[config.mk]
export PLATFORM = sky130hd
export DESIGN_NAME = uart_tx_fifo
export DESIGN_NICKNAME = d
export VERILOG_FILES = /design/src/rtl/uart_tx_fifo.sv
export SDC_FILE = /design/constraint.sdc
export NUM_CORES = 1
export LEC_CHECK = 0
export BUFFER_PORTS_ARGS = -buffer_cell sky130_fd_sc_hd__buf_4
export CAP_MARGIN = 20
export CORE_ASPECT_RATIO = 1.2
export CORE_MARGIN = 2
export CORE_UTILIZATION = 30
export DETAILED_ROUTE_END_ITERATION = 8
export GPL_TIMING_DRIVEN = 0
export PLACE_DENSITY = 0.46
export SLEW_MARGIN = 20
export SYNTH_ARGS = -nofsm -noshare
export SYNTH_HDL_FRONTEND = slang
export SYNTH_SLANG_ARGS = --single-unit
[constraint.sdc]
create_clock -name clk -period 3 [get_ports clk]
set_input_delay 0.75 -clock clk [delete_from_list [all_inputs] [get_ports clk]]
set_output_delay 0.75 -clock clk [all_outputs]
set_load 0.005 [all_outputs]
[src/rtl/uart_tx_fifo.sv]
// Transmit FIFO feeding a UART transmitter: buffers producer bytes and paces frames on tx_done.
// Optional sticky overflow flag is compiled in with `define UART_TX_FIFO_OVF_EN.
//
// state | meaning
// IDLE  | no frame in flight; pop as soon as the FIFO holds data
// BUSY  | frame handed to transmitter; waiting for its tx_done

module uart_tx_fifo #(
    parameter int DATA_BIT = 8,
    parameter int DEPTH    = 16
) (
    input  logic                     clk,
    input  logic                     rst_n,
    input  logic                     wr_en,
    input  logic [8:0]               wr_data,
    output logic                     full,
    output logic                     empty,
    output logic [$clog2(DEPTH):0]   count,
    output logic                     send_en,
    output logic [8:0]               data_in,
    input  logic                     tx_done,
    output logic                     overflow,
    input  logic                     ovf_clr
);

    localparam int PW = $clog2(DEPTH);
    localparam int CW = PW + 1;

    typedef enum logic {
        ST_IDLE = 1'b0,
        ST_BUSY = 1'b1
    } state_t;

    state_t                     state_q, state_d;
    logic [DATA_BIT-1:0]        mem_q [DEPTH];
    logic [DATA_BIT-1:0]        mem_d [DEPTH];
    logic [PW-1:0]              wr_ptr_q, wr_ptr_d;
    logic [PW-1:0]              rd_ptr_q, rd_ptr_d;
    logic [CW-1:0]              count_q, count_d;
    logic                       full_q, full_d;
    logic                       empty_q, empty_d;
    logic                       send_en_q, send_en_d;
    logic [8:0]                 data_in_q, data_in_d;
    logic                       overflow_q, overflow_d;
    logic                       wr_ok;
    logic                       pop;
    logic                       done_valid;
    logic                       unused_in;

    assign unused_in = ^{wr_data, ovf_clr};

    // A tx_done coinciding with our own send_en belongs to the previous frame.
    assign done_valid = tx_done && !send_en_q;
    assign wr_ok      = wr_en && !full_q;
    assign pop        = !empty_q && ((state_q == ST_IDLE) || done_valid);

    always_comb begin
        state_d = state_q;
        case (state_q)
            ST_IDLE: if (pop) state_d = ST_BUSY;
            ST_BUSY: if (done_valid && empty_q) state_d = ST_IDLE;
            default: state_d = ST_IDLE;
        endcase
    end

    always_comb begin
        mem_d    = mem_q;
        wr_ptr_d = wr_ptr_q;
        rd_ptr_d = rd_ptr_q;
        if (wr_ok) begin
            mem_d[wr_ptr_q] = wr_data[DATA_BIT-1:0];
            wr_ptr_d        = wr_ptr_q + 1'b1;
        end
        if (pop) begin
            rd_ptr_d = rd_ptr_q + 1'b1;
        end
    end

    always_comb begin
        count_d = count_q;
        case ({wr_ok, pop})
            2'b10:   count_d = count_q + 1'b1;
            2'b01:   count_d = count_q - 1'b1;
            default: count_d = count_q;
        endcase
        full_d  = (count_d == CW'(DEPTH));
        empty_d = (count_d == '0);
    end

    always_comb begin
        send_en_d = pop;
        data_in_d = data_in_q;
        if (pop) begin
            data_in_d                 = '0;
            data_in_d[DATA_BIT-1:0]   = mem_q[rd_ptr_q];
        end
    end

`ifdef UART_TX_FIFO_OVF_EN
    always_comb begin
        overflow_d = overflow_q;
        if (ovf_clr) overflow_d = 1'b0;
        if (wr_en && full_q) overflow_d = 1'b1;
    end
`else
    always_comb begin
        overflow_d = 1'b0;
    end
`endif

    always_ff @(posedge clk or negedge rst_n) begin
        if (!rst_n) begin
            state_q    <= ST_IDLE;
            mem_q      <= '{default: '0};
            wr_ptr_q   <= '0;
            rd_ptr_q   <= '0;
            count_q    <= '0;
            full_q     <= 1'b0;
            empty_q    <= 1'b1;
            send_en_q  <= 1'b0;
            data_in_q  <= '0;
            overflow_q <= 1'b0;
        end else begin
            state_q    <= state_d;
            mem_q      <= mem_d;
            wr_ptr_q   <= wr_ptr_d;
            rd_ptr_q   <= rd_ptr_d;
            count_q    <= count_d;
            full_q     <= full_d;
            empty_q    <= empty_d;
            send_en_q  <= send_en_d;
            data_in_q  <= data_in_d;
            overflow_q <= overflow_d;
        end
    end

    assign full     = full_q;
    assign empty    = empty_q;
    assign count    = count_q;
    assign send_en  = send_en_q;
    assign data_in  = data_in_q;
    assign overflow = overflow_q;

endmodule
# ---- Word level (Yosys, flattened, before mapping)
# Cells that the tools add are included.
# W data, S select, Z words.
dict set report totals {
  register_bits 153
  inputBits 14
  out_inout_bits 18
  elab_cells 57
}
dict set report classes {
  add_sub_neg 4
  order_cmp 3
  n_eq_ne 3
  muxes 10
  bitwise_logic 3
  n_reduce_logical 10
}
# op count
set ops {}
lappend ops {{$bwmux W128} 1}
lappend ops {{$bmux W8 S4} 1}
lappend ops {{$demux W8 S4} 1}
lappend ops {{$mux W8} 3}
lappend ops {{$ge A5 B5 Y1 const B} 2}
lappend ops {{$not A4 Y5} 2}
lappend ops {{$pmux W5 S2} 1}
lappend ops {{$add A4 B1 Y4 const B} 2}
lappend ops {{$add A5 B1 Y5 const B} 1}
lappend ops {{$eq A5 B5 Y1 const B} 1}
lappend ops {{$logic_and A1 B1 Y1} 5}
lappend ops {{$logic_not A5 Y1} 1}
lappend ops {{$lt A5 B1 Y1 const B} 1}
lappend ops {{$sub A5 B1 Y5 const B} 1}
lappend ops {{$logic_not A1 Y1} 3}
lappend ops {{$eq A2 B1 Y1 const B} 1}
lappend ops {{$eq A2 B2 Y1 const B} 1}
lappend ops {{$mux W1} 2}
lappend ops {{$pmux W1 S2} 1}
lappend ops {{$logic_or A1 B1 Y1} 1}
lappend ops {{$not A1 Y1} 1}

# ---- Longest topological paths before layout
# Gate-level depths: netlist of the first run.
dict set report logic_depth {
  word_depth 7
  depth_mapped 12
  mapped_depth_nobuf 11
}

# ---- Least setup slack after synthesis of the first run
# OpenSTA, ideal clock, no wires.
dict set report synth_timing {
  path_kind {input-to-reg}
  from {input tx_done}
  to {register full_q (netlist: full)}
  arrival_time_ns 2.832
  t_required_ns 2.927
  setup_slack_ns 0.095
  stages 12
  cell_sequence {nor2b_1 > o21ai_0 > inv_1 > ha_1 > buf_2 > xor2_1 > ha_1 > a21oi_1 > mux2i_1 > xnor2_1 > a311o_1 > nor2b_1}
}
dict set report synth_via {
  elab_chain_cells 6
  word_cells_on_any_way 7
  cone_classes {eq/ne: 3; mux: 1; reduce/logical: 3}
}
# item line
set synth_lines {}
lappend synth_lines {{start: declaration} 21} ;# input logic tx_done,
lappend synth_lines {{$logic_and A1 B1 Y1 *} 53} ;# assign done_valid = tx_done && !send_en_q;
lappend synth_lines {{$logic_or A1 B1 Y1 *} 55} ;# assign pop = !empty_q && ((state_q == ST_IDLE) || done_valid);
lappend synth_lines {{$logic_and A1 B1 Y1 *} 55}
lappend synth_lines {{net pop} 46} ;# logic pop;
lappend synth_lines {{$eq A2 B1 Y1 or $eq A2 B2 Y1 (tied branches)} 81} ;# case ({wr_ok, pop})
lappend synth_lines {{$pmux W5 S2 *} 81}
lappend synth_lines {{net count_d[2]} 39} ;# logic [CW-1:0] count_q, count_d;
lappend synth_lines {{$eq A5 B5 Y1 *} 86} ;# full_d = (count_d == CW'(DEPTH));
lappend synth_lines {{net full_d} 40} ;# logic full_q, full_d;
lappend synth_lines {{end signal: assignment} 129} ;# full_q <= full_d;
lappend synth_lines {{end: declaration} 40}
# Mark *: on every way through the listed nets, which the timed path passes. The rest lies on a longest branch.
# A chain may end at the register's enable or synchronous reset.

# ---- Worst setup path after layout of the first run
# Ends and elaborated chain as after synthesis.

==> results of run 1 <==
## logic make-up after synthesis
kind of cell	Yosys count	synth area share, %
AO/OA/AOI/OAI	52	4.89
flip-flops	153	53.5
other	1	0.0524
multiplexers	186	31.9
buffers and inverters	36	2.71
XOR/XNOR	12	1.47
adder cells (fa/ha/maj)	9	1.57
AND/OR/NAND/NOR	56	3.91
## state kept, by name, indices dropped and copies added (netlist names)
| signal | flops |
|---|---|
| empty | 1 |
| data_in | 8 |
| wr_ptr_q | 4 |
| count | 5 |
| mem_q | 128 |
| rd_ptr_q | 4 |
| send_en | 1 |
| full | 1 |
| state_q | 1 |
## through the flow
stage	cell area, um^2	setup slack (ns)	TNS (ns)	total power (W)	hold slack (ns)
CTS	8350	0.0819	0	0.00954	0.274
global placement	7760	-0.586	-1.92	0.00735	0.449
detailed placement	7790	-0.547	-1.80	0.00747	0.480
floorplan	7160	0.0952	0	0.00629	0.451
finish	8360	0.292	0	0.00941	0.255
global route	8360	0.123	0	0.0101	0.278
## where the power goes
group / leakage [nW] / internal, W / switching [W]
registers: 1.89 / 0.00304 / 0.000526
clock network: 0.273 / 0.00109 / 0.000946
logic: 1.55 / 0.00207 / 0.00174
## layout make-up
cell class / count / share of cell area (%)
clock inverter: 15 / 1.60
inverter: 6 / 0.269
timing repair buffer: 28 / 2.84
multi-input combinational: 317 / 37.6
tap: 315 / 4.72
buffer: 30 / 2.05
sequential: 153 / 45.8
clock buffer: 17 / 5.09
## how the worst max path moves through the flow
stage,startpoint,end,slack [ns]
2_1_floorplan,tx_done,full,0.1
3_3_place_gp,tx_done,full,-0.59
3_5_place_dp,tx_done,full,-0.55
4_1_cts,tx_done,full,0.08
5_1_grt,tx_done,full,0.12
6_report,tx_done,full,0.29
## layout by cell type, fill, tap and decap left out, types with 2 or more instances in the layout
master / synthesis / final
a21oi_1: 9 / 9
a221o_1: 8 / 8
buf_2: 6 / 6
buf_4: 4 / 30
buf_6: 2 / 2
clkbuf_1: 16 / 16
clkbuf_16: 0 / 17
clkinv_4: 0 / 5
conb_1: 1 / 2
dfrtp_1: 152 / 152
ha_1: 9 / 9
inv_1: 6 / 5
inv_6: 0 / 7
mux2_2: 153 / 153
mux2i_1: 17 / 17
mux4_1: 8 / 8
mux4_2: 8 / 8
nand2_1: 26 / 26
nand4_1: 2 / 2
nor2_1: 6 / 6
nor2b_1: 4 / 4
nor3_1: 9 / 9
o21a_1: 2 / 2
o21ai_0: 12 / 11
o21bai_1: 8 / 8
o22ai_1: 8 / 8
xnor2_1: 8 / 8
xor2_1: 4 / 4
## per-layer routing
layer	global-route usage, %	part of all wire (%)
met4	5.20	1.4
met3	3.18	2.4
met2	25.1	52
met1	18.0	44
met5	0	0
## what timing repair did
item	CTS	global route
resized for setup	1	2
setup buffers	0	0
pin swaps	0	0
endpoints found under the setup margin	2	2
hold buffers	0	0
==> flow_metrics.env, run 1 <==
export IMPL_grt_antenna_before_repair=0
export IMPL_crit_path_end_kind="register"
export IMPL_fin_cells=881
export IMPL_cts_sinks=153
export IMPL_die_area_um2=25100
export IMPL_clk_pin_slew_ns=0.06
export IMPL_path_class="in2reg"
export IMPL_seq_area_um2=3830
export IMPL_ant_nets=0
export IMPL_h_tree_depth=4
export IMPL_rsz0062_at_grt="false"
export IMPL_finalHoldViolations=0
export IMPL_cap_violations=0
export IMPL_netlist_area_leader_share_pct=53.1
export IMPL_crit_path_max_fanout=9
export IMPL_wl_per_cell_um=19.9
export IMPL_p_leak_nw=3.71
export IMPL_overflow=0
export IMPL_routabilityCongestion=0.744
export IMPL_drt_iter0_markers=225
export IMPL_critPathBufInv=3
export IMPL_die_w_um=145
export IMPL_die_h_um=173
export IMPL_cellPowerDensity_nw_per_um2=1130
export IMPL_synth_commonest_cells="mux2_2, dfrtp_1, nand2_1"
export IMPL_ys_top_cells_by_area="dfrtp_1, mux2_2, mux4_1"
export IMPL_tritoncts="done"
export IMPL_worst_path_stages=13
export IMPL_clock_fmax_mhz=369
export IMPL_max_slew_worst_pin_slew_ns=0.815
export IMPL_drt_pass1_iter_count=4
export IMPL_fill_cells=2233
export IMPL_numCtsBuffers=17
export IMPL_start_util_pct=30.8
export IMPL_skew_ns=0.0155
export IMPL_num_rows=61
export IMPL_vias_per_cell=4.84
export IMPL_cp_top_family="compound AO/OA/AOI/OAI gates"
export IMPL_yosysSeqAreaShare_pct=53.5
export IMPL_pin_count=32
export IMPL_layout_nets=576
export IMPL_synth_edf_count=0
export IMPL_path_cells="buf_4, nor2b_1, o21ai_2, inv_2, ha_1, buf_2, xor2_1, ha_1, a21oi_1, mux2i_1, xnor2_1, a311o_1, nor2b_1"
export IMPL_yosysTopAreaCell="dfrtp_1"
export IMPL_cp_data_arrival_time_ns=3.06
export IMPL_synthCells=505
export IMPL_placed_cells=849
export IMPL_vdd_ir_drop_worst_uv=281
export IMPL_grt_pass1_vias=4554
export IMPL_reg2reg_depth=12
export IMPL_clk_latency_ns=0.43
export IMPL_status="finished, final reports clean"
export IMPL_start_kind="input port"
export IMPL_drc=0
export IMPL_setup_viol=0
export IMPL_r2r_end="full"
export IMPL_post_route_period_util_pct=90.3
export IMPL_cts_root_buf="clkbuf_16"
export IMPL_dp_hpwl_um=11700
export IMPL_multi_input_area_um2=3140
export IMPL_area_growth_pct=16.7
export IMPL_critPathRequiredTime_ns=3.35
export IMPL_design_core_area_um2=23300
export IMPL_drive_gt1_share_pct=42.2
export IMPL_clk_path_buf_depth=2
export IMPL_vias=4267
export IMPL_async_flop_share_pct=100
export IMPL_ys_types=42
export IMPL_reg2reg_slack_ns=0.38
export IMPL_grt_usage_pct=14.6
export IMPL_ys_ff_latch=153
export IMPL_fin_util_pct=35.9
export IMPL_slew_viol_final=0
export IMPL_antenna_cells=0
export IMPL_port_buffers=27
export IMPL_syn_avg_cell_area_um2=14.2
export IMPL_ys_warn_count=0
export IMPL_totalWireLength_um=17500
export IMPL_grt_start_max_net_pins=88
export IMPL_max_stage_delay_ns=0.32
export IMPL_hold_class="in2async"
export IMPL_slowest_stage="a311o_1"
export IMPL_ys_flop_type="dfrtp_1"
export IMPL_netlist_area_um2=7160
export IMPL_r2r_start="empty"
export IMPL_yosysMostFrequentCell="mux2_2"
export IMPL_grt_pass1_wl_um=27000
export IMPL_min_period_ns=2.71
export IMPL_maxSlewHeadroom_pct=45.7
Power figures use the tool's default switching activity.
==> run 2: changes to the inputs <==
--- a/config.mk
+++ b/config.mk
@@ -12,7 +12,7 @@
 export CORE_UTILIZATION = 30
 export DETAILED_ROUTE_END_ITERATION = 8
 export GPL_TIMING_DRIVEN = 0
-export PLACE_DENSITY = 0.46
+export PLACE_DENSITY = 0.47
 export SLEW_MARGIN = 20
 export SYNTH_ARGS = -nofsm -noshare
 export SYNTH_HDL_FRONTEND = slang
==> constraint.sdc (replaced) <==
create_clock -name clk -period 2.42 [get_ports clk]
set_input_delay 0.605 -clock clk [delete_from_list [all_inputs] [get_ports clk]]
set_output_delay 0.605 -clock clk [all_outputs]
set_load 0.005 [all_outputs]
==> run 2 against run 1 <==
  * First-iteration DRC count shrank 14%
  * Die area is the same
  * Critical path depth fell by 9
  * Cell area grew 1.2%
  * Total power increased by 26%
  * Global-route usage decreased by 0.18 points
  * Routed wire length shrank 2.2%
==> flow_metrics.env, run 2 (synthesis results as in run 1) <==
export IMPL_cts_sinks=153
export IMPL_totalWireLength_um=17200
export IMPL_placed_area_um2=7840
export IMPL_path_class="reg2reg"
export IMPL_design_core_area_um2=23300
export IMPL_grt_antenna_before_repair=0
export IMPL_area_growth_pct=18.2
export IMPL_num_rows=61
export IMPL_slew_viol_final=0
export IMPL_clk_path_buf_depth=2
export IMPL_die_area_um2=25100
export IMPL_layout_common_cells="mux2_2, dfrtp_1, buf_4"
export IMPL_vias=4286
export IMPL_cts_root_buf="clkbuf_16"
export IMPL_r2r_start="rd_ptr_q[2]"
export IMPL_hold_class="in2async"
export IMPL_hold_buffers=0
export IMPL_drt_iter0_markers=194
export IMPL_post_route_period_util_pct=95.8
export IMPL_multi_input_area_um2=3180
export IMPL_drc=0
export IMPL_vdd_ir_drop_worst_uv=485
export IMPL_layout_nets=581
export IMPL_dp_hpwl_um=11700
export IMPL_skew_ns=0.00841
export IMPL_cellPowerDensity_nw_per_um2=1400
export IMPL_h_tree_depth=4
export IMPL_final_common_cell="mux2_2"
export IMPL_grt_start_max_net_pins=82
export IMPL_numCtsBuffers=17
export IMPL_min_period_ns=2.32
export IMPL_max_stage_delay_ns=0.71
export IMPL_holdWs_ns=0.149
export IMPL_tritoncts="done"
export IMPL_fill_cells=2235
export IMPL_crit_path_max_fanout=10
export IMPL_port_buffers=27
export IMPL_wl_per_cell_um=19.4
export IMPL_vias_per_cell=4.84
export IMPL_fin_cells=886
export IMPL_finalHoldViolations=0
export IMPL_crit_start="rd_ptr_q[2]"
export IMPL_finalPower_w=0.0118
export IMPL_status="finished, final reports clean"
export IMPL_critPathBufInv=2
export IMPL_overflow=0
export IMPL_largest_reg_flops=128
export IMPL_die_w_um=145
export IMPL_max_slew_worst_pin_slew_ns=0.678
export IMPL_maxSlewHeadroom_pct=54.8
export IMPL_seq_area_um2=3830
export IMPL_clk_pin_slew_ns=0.06
export IMPL_cp_data_arrival_time_ns=2.61
export IMPL_placed_cells=849
export IMPL_p_leak_nw=3.74
export IMPL_pin_count=32
export IMPL_grt_usage_pct=14.4
export IMPL_ant_nets=0
export IMPL_setup_viol=0
export IMPL_clock_fmax_mhz=431
export IMPL_grt_pass1_wl_um=27400
export IMPL_cap_violations=0
export IMPL_drive_gt1_share_pct=44.1
export IMPL_cp_top_family="buffers and inverters"
export IMPL_top_register="mem_q"
export IMPL_clk_latency_ns=0.42
export IMPL_stdcell_area_um2=8460
export IMPL_routabilityCongestion=0.771
export IMPL_critPathRequiredTime_ns=2.72
export IMPL_drt_pass1_iter_count=4
export IMPL_die_h_um=173
export IMPL_path_cells="clkbuf_1, dlygate4sd1_1, mux2_2, a221o_1"
export IMPL_antenna_cells=0
export IMPL_grt_pass1_vias=4657
export IMPL_crit_path_end_kind="register"
export IMPL_start_kind="register"
export IMPL_start_util_pct=30.8
export IMPL_slowest_stage="dlygate4sd1_1"
export IMPL_rsz0062_at_grt="true"
==> run 2: what timing repair did <==
action / 4_1_cts / 5_1_grt
endpoints found under the setup margin: 3 / 2
pin swaps: 1 / 3
buffers inserted: 1 / 6
gates resized for setup: 4 / 1
==> run 2: power breakdown <==
part	switching [W]	total (W)	leakage, nW	internal (W)
Sequential	0.000670	0.00445	1.89	0.00378
Combinational	0.00217	0.00483	1.58	0.00266
Clock	0.00112	0.00255	0.271	0.00144
Total	0.00396	0.0118	3.74	0.00787
==> run 2: final timing paths <==
kind                       slack, ns          to  cells after the start
max                             0.10  data_in[3]                      4
min                             0.15    count[3]                      1
max reg2reg                     0.10  data_in[3]                      4
min reg2reg                     0.49     state_q                      1
max in group asynchronous       1.45   mem_q[84]                      2
min in group clk                0.48  mem_q[102]                      2
==> run 2: layout make-up <==
cell class | count | area share, %
flip-flops and latches | 153 | 45.3
inverters | 6 | 0.296
clock inverters | 15 | 1.72
multi-input cells | 317 | 37.6
clock buffers | 17 | 5.03
well taps | 315 | 4.66
repair buffers | 35 | 3.43
plain buffers | 28 | 1.95
==> run 2: per-stage QoR <==
step	setup TNS [ns]	util [%]	setup WS (ns)
detailed placement	-3.86	33.7	-0.555
finish	0	36.3	0.102
global placement	-2.99	33.5	-0.500
floorplan	-0.156	-	-0.104
CTS	0	36.2	0.00903
global route	-0.0289	36.3	-0.0242
==> run 2: routing by layer <==
layer	GRT usage [%]	part of all wire, %	wire [um]
met2	24.4	50	8560
met5	0	0	0
met3	2.87	2.3	386
met4	4.21	1.3	217
met1	18.6	47	7980
